`src/rtl/ccu_snoop_resp_collector.sv`:
```
// Snoop response collector: snoops every master except the initiator, merges the
// CR responses and sequences the memory-unit operations that the merged result needs.
package ccu_ctrl_pkg;
  typedef enum logic [1:0] {
    SEND_AXI_REQ_R = 2'd0,
    SEND_AXI_REQ_W = 2'd1,
    WRITE_BACK_R   = 2'd2,
    WRITE_BACK_W   = 2'd3
  } mu_op_e;
endpackage

module ccu_snoop_resp_collector
  import ccu_ctrl_pkg::*;
#(
  parameter int unsigned NoMstPorts = 4,
  parameter int unsigned AddrWidth  = 64,
  localparam int unsigned MstIdxBits = $clog2(NoMstPorts)
) (
  input  logic                       clk_i,
  input  logic                       rst_i,
  input  logic                       req_valid_i,
  output logic                       req_ready_o,
  input  logic                       req_is_write_i,
  input  logic [MstIdxBits-1:0]      req_src_i,
  input  logic [AddrWidth-1:0]       req_addr_i,
  output logic [NoMstPorts-1:0]      ac_valid_o,
  input  logic [NoMstPorts-1:0]      ac_ready_i,
  output logic [AddrWidth-1:0]       ac_addr_o,
  output logic [3:0]                 ac_snoop_o,
  input  logic [NoMstPorts-1:0]      cr_valid_i,
  output logic [NoMstPorts-1:0]      cr_ready_o,
  input  logic [NoMstPorts-1:0][4:0] cr_resp_i,
  input  logic                       cd_busy_i,
  output logic                       mu_valid_o,
  input  logic                       mu_ready_i,
  output mu_op_e                     mu_op_o,
  output logic [NoMstPorts-1:0]      data_available_o,
  output logic [MstIdxBits-1:0]      first_responder_o,
  output logic                       done_valid_o,
  input  logic                       done_ready_i,
  output logic                       shared_o,
  output logic                       dirty_o
);

  typedef enum logic [2:0] {
    IDLE    = 3'd0,
    SNOOP   = 3'd1,
    MU_REQ  = 3'd2,
    MU_REQ2 = 3'd3,
    DONE    = 3'd4
  } state_e;

  state_e                  state_q, state_d;
  mu_op_e                  mu_op_q, mu_op_d;
  logic                    is_write_q, is_write_d;
  logic [MstIdxBits-1:0]   src_q, src_d;
  logic [AddrWidth-1:0]    addr_q, addr_d;
  logic [NoMstPorts-1:0]   ac_done_q, ac_done_d;
  logic [NoMstPorts-1:0]   cr_done_q, cr_done_d;
  logic [NoMstPorts-1:0]   data_avail_q, data_avail_d;
  logic                    dirty_q, dirty_d;
  logic                    shared_q, shared_d;
  logic                    found_q, found_d;
  logic [MstIdxBits-1:0]   first_q, first_d;

  logic [NoMstPorts-1:0]   target_s;
  logic [NoMstPorts-1:0]   cr_data_s;
  logic [NoMstPorts-1:0]   ac_hs_s;
  logic [NoMstPorts-1:0]   cr_hs_s;
  logic [NoMstPorts-1:0]   pick_s;
  logic                    unused_was_unique_s;

  // Target mask and per-port "response carries usable data" decode.
  always_comb begin
    target_s            = {NoMstPorts{1'b0}};
    cr_data_s           = {NoMstPorts{1'b0}};
    unused_was_unique_s = 1'b0;
    for (int i = 0; i < NoMstPorts; i++) begin
      target_s[i]         = (src_q != MstIdxBits'(i));
      cr_data_s[i]        = cr_resp_i[i][0] & ~cr_resp_i[i][1];
      unused_was_unique_s = unused_was_unique_s ^ cr_resp_i[i][4];
    end
  end

  assign req_ready_o       = ~rst_i & (state_q == IDLE) & ~cd_busy_i;
  assign ac_valid_o        = (state_q == SNOOP) ? (target_s & ~ac_done_q) : {NoMstPorts{1'b0}};
  assign cr_ready_o        = (state_q == SNOOP) ? (target_s & ~cr_done_q) : {NoMstPorts{1'b0}};
  assign ac_hs_s           = ac_valid_o & ac_ready_i;
  assign cr_hs_s           = cr_valid_i & cr_ready_o;
  assign ac_addr_o         = addr_q & {{(AddrWidth-4){1'b1}}, 4'b0000};
  assign ac_snoop_o        = (state_q != SNOOP) ? 4'b0000 : (is_write_q ? 4'b1001 : 4'b0001);
  assign mu_valid_o        = (state_q == MU_REQ) | ((state_q == MU_REQ2) & ~cd_busy_i);
  assign done_valid_o      = (state_q == DONE);
  assign mu_op_o           = mu_op_q;
  assign data_available_o  = data_avail_q;
  assign first_responder_o = first_q;
  assign shared_o          = shared_q;
  assign dirty_o           = dirty_q;

  // First data responder: only the lowest-index data handshake of the earliest cycle wins.
  always_comb begin
    pick_s = {NoMstPorts{1'b0}};
    for (int i = 0; i < NoMstPorts; i++) begin
      pick_s[i] = cr_hs_s[i] & cr_data_s[i] & ~found_q & ~|(pick_s & ((NoMstPorts'(1) << i) - NoMstPorts'(1)));
    end
  end

  // Next-state and datapath updates for the collector FSM.
  always_comb begin
    state_d      = state_q;
    mu_op_d      = mu_op_q;
    is_write_d   = is_write_q;
    src_d        = src_q;
    addr_d       = addr_q;
    ac_done_d    = ac_done_q;
    cr_done_d    = cr_done_q;
    data_avail_d = data_avail_q;
    dirty_d      = dirty_q;
    shared_d     = shared_q;
    found_d      = found_q;
    first_d      = first_q;
    case (state_q)
      IDLE: begin
        if (req_valid_i && req_ready_o) begin
          state_d      = SNOOP;
          is_write_d   = req_is_write_i;
          src_d        = req_src_i;
          addr_d       = req_addr_i;
          ac_done_d    = {NoMstPorts{1'b0}};
          cr_done_d    = {NoMstPorts{1'b0}};
          data_avail_d = {NoMstPorts{1'b0}};
          dirty_d      = 1'b0;
          shared_d     = 1'b0;
          found_d      = 1'b0;
        end else begin
          state_d = IDLE;
        end
      end
      SNOOP: begin
        ac_done_d = ac_done_q | ac_hs_s;
        cr_done_d = cr_done_q | cr_hs_s;
        found_d   = found_q | (|pick_s);
        for (int i = 0; i < NoMstPorts; i++) begin
          data_avail_d[i] = cr_hs_s[i] ? cr_data_s[i] : data_avail_q[i];
          dirty_d         = dirty_d | (cr_hs_s[i] & cr_data_s[i] & cr_resp_i[i][2]);
          shared_d        = shared_d | (cr_hs_s[i] & cr_resp_i[i][3]);
          first_d         = pick_s[i] ? MstIdxBits'(i) : first_d;
        end
        // Decision uses the registered masks, so exit happens the cycle after the last handshake.
        if ((ac_done_q == target_s) && (cr_done_q == target_s)) begin
          if (is_write_q) begin
            state_d = MU_REQ;
            if (dirty_q) begin
              mu_op_d = WRITE_BACK_W;
            end else begin
              mu_op_d = SEND_AXI_REQ_W;
            end
          end else if (dirty_q) begin
            state_d = MU_REQ;
            mu_op_d = WRITE_BACK_R;
          end else if (data_avail_q == {NoMstPorts{1'b0}}) begin
            state_d = MU_REQ;
            mu_op_d = SEND_AXI_REQ_R;
          end else begin
            state_d = DONE;
          end
        end else begin
          state_d = SNOOP;
        end
      end
      MU_REQ: begin
        if (mu_ready_i) begin
          if (is_write_q && dirty_q) begin
            state_d = MU_REQ2;
            mu_op_d = SEND_AXI_REQ_W;
          end else begin
            state_d = DONE;
          end
        end else begin
          state_d = MU_REQ;
        end
      end
      MU_REQ2: begin
        if (mu_valid_o && mu_ready_i) begin
          state_d = DONE;
        end else begin
          state_d = MU_REQ2;
        end
      end
      DONE: begin
        if (done_ready_i) begin
          state_d = IDLE;
        end else begin
          state_d = DONE;
        end
      end
      default: state_d = IDLE;
    endcase
  end

  // State registers with asynchronous reset.
  always_ff @(posedge clk_i or posedge rst_i) begin
    if (rst_i) begin
      state_q      <= IDLE;
      mu_op_q      <= SEND_AXI_REQ_R;
      is_write_q   <= 1'b0;
      src_q        <= {MstIdxBits{1'b0}};
      addr_q       <= {AddrWidth{1'b0}};
      ac_done_q    <= {NoMstPorts{1'b0}};
      cr_done_q    <= {NoMstPorts{1'b0}};
      data_avail_q <= {NoMstPorts{1'b0}};
      dirty_q      <= 1'b0;
      shared_q     <= 1'b0;
      found_q      <= 1'b0;
      first_q      <= {MstIdxBits{1'b0}};
    end else begin
      state_q      <= state_d;
      mu_op_q      <= mu_op_d;
      is_write_q   <= is_write_d;
      src_q        <= src_d;
      addr_q       <= addr_d;
      ac_done_q    <= ac_done_d;
      cr_done_q    <= cr_done_d;
      data_avail_q <= data_avail_d;
      dirty_q      <= dirty_d;
      shared_q     <= shared_d;
      found_q      <= found_d;
      first_q      <= first_d;
    end
  end

endmodule

```
`config.mk`:
```
export PLATFORM = sky130hd
export DESIGN_NAME = ccu_snoop_resp_collector
export DESIGN_NICKNAME = d
export VERILOG_FILES = /design/src/rtl/ccu_snoop_resp_collector.sv
export SDC_FILE = /design/constraint.sdc
export NUM_CORES = 1
export LEC_CHECK = 0
export CORE_ASPECT_RATIO = 1.5
export CORE_MARGIN = 4
export CORE_UTILIZATION = 40
export DETAILED_ROUTE_END_ITERATION = 10
export MAX_ROUTING_LAYER = met4
export PLACE_DENSITY = 0.79
export REMOVE_ABC_BUFFERS = 1
export SLEW_MARGIN = 25
export SYNTH_ARGS = -nofsm -noshare
export SYNTH_HDL_FRONTEND = slang
export SYNTH_SLANG_ARGS = --single-unit
```
`constraint.sdc`:
```
create_clock -name clk_i -period 3.4 [get_ports clk_i]
set_clock_uncertainty 0.1 [all_clocks]
set_input_delay 0.85 -clock clk_i [delete_from_list [all_inputs] [get_ports clk_i]]
set_output_delay 0.85 -clock clk_i [all_outputs]
set_load 0.01 [all_outputs]
```
==> results.json, run 1 <==
{
  "dieArea_um2": 11400,
  "fin_util": 0.636,
  "synth_largest_area_cell": "dfrtp_1",
  "hp-class": "reg -> reg",
  "wl_met2_um": 5610,
  "worst_setup_path_start_kind": "input pin",
  "synth-simple-area-share": 0.100,
  "comb_power_share": 0.457,
  "initial_core_util": 0.414,
  "yosysWarnings": 0,
  "crit_fanout": 5,
  "max_freq_mhz": 314,
  "vias": 2936,
  "hpwl_um": 7800,
  "power.share.sequential": 0.343,
  "net-switching-power_mw": 1.62,
  "whs_path_depth": 1,
  "power_frac_clock": 0.200,
  "swShare": 0.310,
  "nets": 569,
  "synth.yosys.seq_area_share": 0.549,
  "grt_pass1_vias": 3301,
  "synth_fa_ha_area_frac": 0.0258,
  "syn_avg_cell_area_um2": 13.8,
  "rsz0062_at_grt": "no",
  "ir_worst_vdd_mv": 0.493,
  "cts_hold_buf": 0,
  "die_h_um": 129,
  "yosys.area_share.xor_xnor": 0,
  "internal_power_mw": 3.59,
  "track_usage": 0.191,
  "overflow": 0,
  "antenna_found_initial": 0,
  "io_buffers": 175,
  "routed_wl_um": 10200,
  "core_area_um2": 9360,
  "rows": 43,
  "detail_route.iter0.violations": 106,
  "final_layout_size_suffix_gt1_frac": 0.192,
  "ys.flop_type": "dfrtp_1",
  "diodes": 0,
  "wl_per_cell_um": 17.8,
  "cts_buffers": 9,
  "cp.required_ps": 2450,
  "setup_tns_ps": 0,
  "io_pins": 190,
  "clk_path_buf_depth": 2,
  "clk_latency_ps": 330,
  "place.gp.congestion": 0.827,
  "worstMarginPinSlew_ps": 509,
  "setup_violations": 0,
  "postSynthCellCount": 281,
  "grt_pass1_wl_um": 16100,
  "min_from": "addr_q[45]$_DFFE_PP0P_",
  "synth_top_family_by_area": "multiplexers",
  "synth_edf_count": 0,
  "reg2reg_depth": 5,
  "finalCritPeriodShare": 0.938,
  "period_needed_ps": 3190,
  "areaGrowthSynthToFinish_pct": 53.6,
  "routed.top_layer": "met4",
  "yosysTopAreaCellShare": 0.549,
  "drt_drc_violations_left": 0,
  "relSlewSlack": 0.660,
  "async_reset_ff_frac": 1.00,
  "r2r-start": "src_q[1]$_DFFE_PP0P_",
  "synthMuxAreaShare": 0.202,
  "synth_compound_area_frac": 0.0542,
  "wirelength_met1_um": 3660,
  "ant_nets": 0,
  "critical_path_arrival_ps": 2240,
  "grt_max_degree": 86,
  "synth_area_leaders": "dfrtp_1 55%, mux2_2 15%, mux2_4 4.3%",
  "synth_cell_types": 46,
  "finalHoldViolations": 0,
  "min_to": "addr_q[45]$_DFFE_PP0P_",
  "critPathKind": "in -> out",
  "cts_setup_buffers": 0,
  "syn-cell-area_um2": 3880,
  "path_clk_slew_ps": 60,
  "dr_wl_met3_um": 651,
  "drtPass1Iterations": 4,
  "cts_resized": 0,
  "p_per_area_nw_per_um2": 875,
  "cts.sinks": 85,
  "reg2reg_slack_ps": 1250,
  "cts_max_level": 3,
  "cts_tree": "done",
  "outcome": "complete, no violations",
  "fill_cells": 738,
  "fp.dieW_um": 88.4,
  "synth-seq-cells": 85,
  "cts-root-buf": "clkbuf_16",
  "r2r_end": "mu_op_o[0]$_DFFE_PP0P_",
  "cap_violations": 0,
  "p_leak_nw": 2.51,
  "crit_path_end_kind": "primary output",
  "via_per_inst": 5.10,
  "drv_slew": 0
}
## layer usage
layer	global-route usage	vias to the layer above
met2	0.331	100
li1	-	1345
met1	0.200	1469
met5	-	-
met4	0.0774	0
met3	0.0557	22
## through the flow
step	instance area [um2]	hold slack, ps	setup WS [ps]	cells	total power [mW]
floorplan	3670	364	257	269	2.84
global placement	5640	368	222	561	4.14
detailed placement	5640	378	214	561	4.21
CTS	5960	394	207	576	5.29
global route	5960	417	104	576	5.54
finish	5960	391	212	576	5.21
## critical path, cell delays in order
cell and delay (ps):
clkdlybuf4s50_1 490, nor3_2 200, and2_1 170, clkdlybuf4s50_1 540
## power groups by stage
| stage | logic, mW | clock network, mW | registers (mW) |
|---|---|---|---|
| 2_1_floorplan | 0.884 | 0 | 1.95 |
| 3_3_place_gp | 2.38 | 0 | 1.76 |
| 3_5_place_dp | 2.41 | 0 | 1.81 |
| 4_1_cts | 2.43 | 1.07 | 1.79 |
| 5_1_grt | 2.58 | 1.11 | 1.86 |
| 6_report | 2.38 | 1.04 | 1.79 |
## cell usage in the layout (no fill, tap or decap), drive strengths merged, types with 3 or more instances in the layout
cell type and count:
nor2 7, and4b 4, mux2 65, nor3b 3, nand3 8, conb 6
nand2b 4, and2 10, clkbuf 11, o21ai 3, clkdlybuf4s50 175, inv 10
nor3 4, buf 5, nand2 10, ha 8, dfrtp 85, a21oi 13
## cell families (layout without fill, tap and decap cells)
family                   Yosys count  in the layout
AO/OA/AOI/OAI                     31             31
adder cells (fa/ha/maj)            8              8
buffers and inverters             28            206
flip-flops                        85             85
multiplexers                      66             66
other                              1              6
AND/OR/NAND/NOR                   62             62
## synth_stat cells, types with 2 or more instances
cell,instances
nand2b_1,4
nor3b_1,3
nand2_1,10
inv_1,11
mux2_4,11
and2_1,10
mux2_2,51
nand3_1,8
ha_1,8
a21oi_1,13
a32o_1,2
buf_6,3
and4b_1,4
o21a_1,2
dfrtp_1,85
buf_12,7
o21ai_0,3
buf_4,6
a221oi_1,2
nor2_1,5
nor2_2,2
mux2_1,3
nand4_1,2
o32a_1,2
nor3_1,3
## sequential cells by signal, summed over array words and instances (netlist names)
| register | count |
|---|---|
| addr_q | 60 |
| ac_done_q | 4 |
| cr_done_q | 4 |
| data_available_o | 4 |
| state_q | 3 |
| first_responder_o | 2 |
| mu_op_o | 2 |
| src_q | 2 |
| dirty_o | 1 |
| found_q | 1 |
| is_write_q | 1 |
| shared_o | 1 |
## layout make-up
type	count	area, um2	share of cell area
Inverter	11	42.5	0.00714
Sequential cell	85	2130	0.357
Timing Repair Buffer	180	1830	0.307
Clock inverter	4	72.6	0.0122
Clock buffer	11	243	0.0408
Tap cell	112	140	0.0235
Multi-Input combinational cell	173	1500	0.253
## worst max path at each step
stage,slack [ps],from,to,depth (start not counted)
after detailed placement,210,cd_busy_i,req_ready_o,4
after global placement,220,cd_busy_i,req_ready_o,4
after global routing,100,cd_busy_i,req_ready_o,4
after floorplan,260,rst_i,ac_done_q[0]$_DFFE_PP0P_,1
after CTS,210,cd_busy_i,req_ready_o,4
final,210,cd_busy_i,req_ready_o,4
(Power assumes the default switching activity.)
==> run 2: changes to the inputs <==
--- a/config.mk
+++ b/config.mk
@@ -9,6 +9,6 @@
 export CORE_MARGIN = 4
-export CORE_UTILIZATION = 40
+export CORE_UTILIZATION = 35
 export DETAILED_ROUTE_END_ITERATION = 10
 export MAX_ROUTING_LAYER = met4
-export PLACE_DENSITY = 0.79
+export PLACE_DENSITY = 0.71
 export REMOVE_ABC_BUFFERS = 1
==> constraint.sdc (replaced) <==
create_clock -name clk_i -period 3.4 [get_ports clk_i]
set_clock_uncertainty 0.1 [all_clocks]
set_input_delay 0.68 -clock clk_i [delete_from_list [all_inputs] [get_ports clk_i]]
set_output_delay 0.68 -clock clk_i [all_outputs]
set_load 0.01 [all_outputs]
==> results.json, run 2 (synthesized netlist as in run 1, its figures left out) <==
{
  "drt_drc_violations_left": 0,
  "path_clk_slew_ps": 60,
  "cts-root-buf": "clkbuf_16",
  "power.share.sequential": 0.337,
  "fill_cells": 936,
  "crit_cells": 6,
  "nets": 568,
  "crit_family": "buffers and inverters",
  "finalHoldViolations": 0,
  "die_h_um": 137,
  "r2r-start": "src_q[1]$_DFFE_PP0P_",
  "cts_setup_buffers": 0,
  "ant_nets": 0,
  "wl_per_cell_um": 17.1,
  "crit_slowest_cell": "clkdlybuf4s50_1",
  "setup_violations": 0,
  "hp-class": "reg -> reg",
  "whs_path_depth": 1,
  "comb_power_share": 0.451,
  "cts_buffers": 9,
  "reg2reg_slack_ps": 1240,
  "worst_setup_path_start_kind": "flop",
  "grt_pass1_wl_um": 16300,
  "cts_resized": 0,
  "routed_wl_um": 10400,
  "crit_path_end_kind": "primary output",
  "initial_core_util": 0.362,
  "vias": 2919,
  "ir_worst_vdd_mv": 0.397,
  "net-switching-power_mw": 1.62,
  "rsz0062_at_grt": "no",
  "cts_max_level": 3,
  "core_area_um2": 10700,
  "critical_path_arrival_ps": 2310,
  "crit_fanout": 18,
  "endpoint": "ac_valid_o[0]",
  "largest_register_ffs": 60,
  "hpwl_um": 7710,
  "layout_commonest_cell": "clkdlybuf4s50_1",
  "swShare": 0.306,
  "max_freq_mhz": 324,
  "cts_tree": "done",
  "final_layout_size_suffix_gt1_frac": 0.190,
  "drv_slew": 0,
  "place.gp.congestion": 0.804,
  "areaGrowthSynthToFinish_pct": 55.1,
  "clk_path_buf_depth": 2,
  "cp_slowest_stage_delay_ps": 540,
  "diodes": 0,
  "outcome": "complete, no violations",
  "drtPass1Iterations": 4,
  "reg2reg_depth": 5,
  "p_leak_nw": 2.52,
  "cts_hold_buf": 0,
  "cts.sinks": 85,
  "internal_power_mw": 3.67,
  "final_cell_mix": "175 x clkdlybuf4s50_1, 85 x dfrtp_1, 51 x mux2_2",
  "overflow": 0,
  "cap_violations": 0,
  "crit_start": "state_q[1]$_DFF_PP0_",
  "grt_max_degree": 86,
  "clk_latency_ps": 340,
  "detail_route.iter0.violations": 68,
  "track_usage": 0.168,
  "dieArea_um2": 12900,
  "critPathKind": "reg -> out",
  "antenna_found_initial": 0,
  "fin_util": 0.562,
  "finalCritPeriodShare": 0.909,
  "path_buf_inv": 3,
  "fp.dieW_um": 93.9,
  "r2r_end": "mu_op_o[0]$_DFFE_PP0P_",
  "io_buffers": 175,
  "cp.required_ps": 2620,
  "rows": 46,
  "power_frac_clock": 0.212,
  "grt_pass1_vias": 3209,
  "setup_tns_ps": 0,
  "via_per_inst": 4.80,
  "crit_chain": "nor2_2, nand2_1, buf_4, inv_1, and2_1, clkdlybuf4s50_1",
  "io_pins": 190,
  "p_per_area_nw_per_um2": 879,
  "regMostFlops": "addr_q",
  "period_needed_ps": 3090
}
==> run 2: changes by cell type in the layout (fill, tap and decap cells not counted) <==
cell | before | now
buf_4 | 2 | 1
bufinv_16 | 2 | 3
clkbuf_1 | 1 | 2
clkinvlp_4 | 1 | 0
==> run 2: worst min path at each step <==
stage	start	end	slack, ps
floorplan	cr_done_q[1]$_DFFE_PP0P_	cr_done_q[1]$_DFFE_PP0P_	360
global placement	addr_q[44]$_DFFE_PP0P_	addr_q[44]$_DFFE_PP0P_	370
detailed placement	addr_q[45]$_DFFE_PP0P_	addr_q[45]$_DFFE_PP0P_	380
CTS	addr_q[45]$_DFFE_PP0P_	addr_q[45]$_DFFE_PP0P_	390
global route	addr_q[45]$_DFFE_PP0P_	addr_q[45]$_DFFE_PP0P_	400
finish	addr_q[44]$_DFFE_PP0P_	addr_q[44]$_DFFE_PP0P_	380
==> run 2: metal layers <==
| metal | global-route usage | part of all wire | vias up |
|---|---|---|---|
| met5 | - | 0 | - |
| met4 | 0.0924 | 0.034 | 0 |
| met3 | 0.0380 | 0.069 | 24 |
| met2 | 0.277 | 0.53 | 124 |
| met1 | 0.188 | 0.37 | 1422 |
| li1 | - | - | 1349 |
==> run 2: worst reg2reg max path: cells and delay by family, from the launching register on <==
kind	cells	cell delay, ps
simple gates	3	900
flops	1	410
mux	1	350
fa+ha+maj	1	290
==> run 2: through the flow <==
stage	hold slack [ps]	setup WS [ps]	cell area [um2]	power, mW	instances
2_1_floorplan	364	427	3670	2.84	269
3_3_place_gp	370	571	5670	4.15	592
3_5_place_dp	376	544	5670	4.21	592
4_1_cts	388	287	6010	5.37	608
5_1_grt	405	165	6010	5.62	608
6_report	383	309	6010	5.29	608
==> run 2: cell type report <==
class / instances / area (um2) / area share
inverter: 11 / 42.5 / 0.00707
clock buffer: 12 / 246 / 0.0410
sequential: 85 / 2130 / 0.354
clock inverter: 4 / 95.1 / 0.0158
multi-input combinational: 173 / 1500 / 0.250
timing repair buffer: 179 / 1820 / 0.302
tap: 144 / 180 / 0.0300
==> run 2: power groups by stage <==
stage,sequential (mW),combinational (mW),clock (mW)
6_report,1.78,2.39,1.12
5_1_grt,1.86,2.57,1.20
4_1_cts,1.79,2.43,1.15
3_5_place_dp,1.80,2.41,0
3_3_place_gp,1.77,2.38,0
2_1_floorplan,1.95,0.884,0
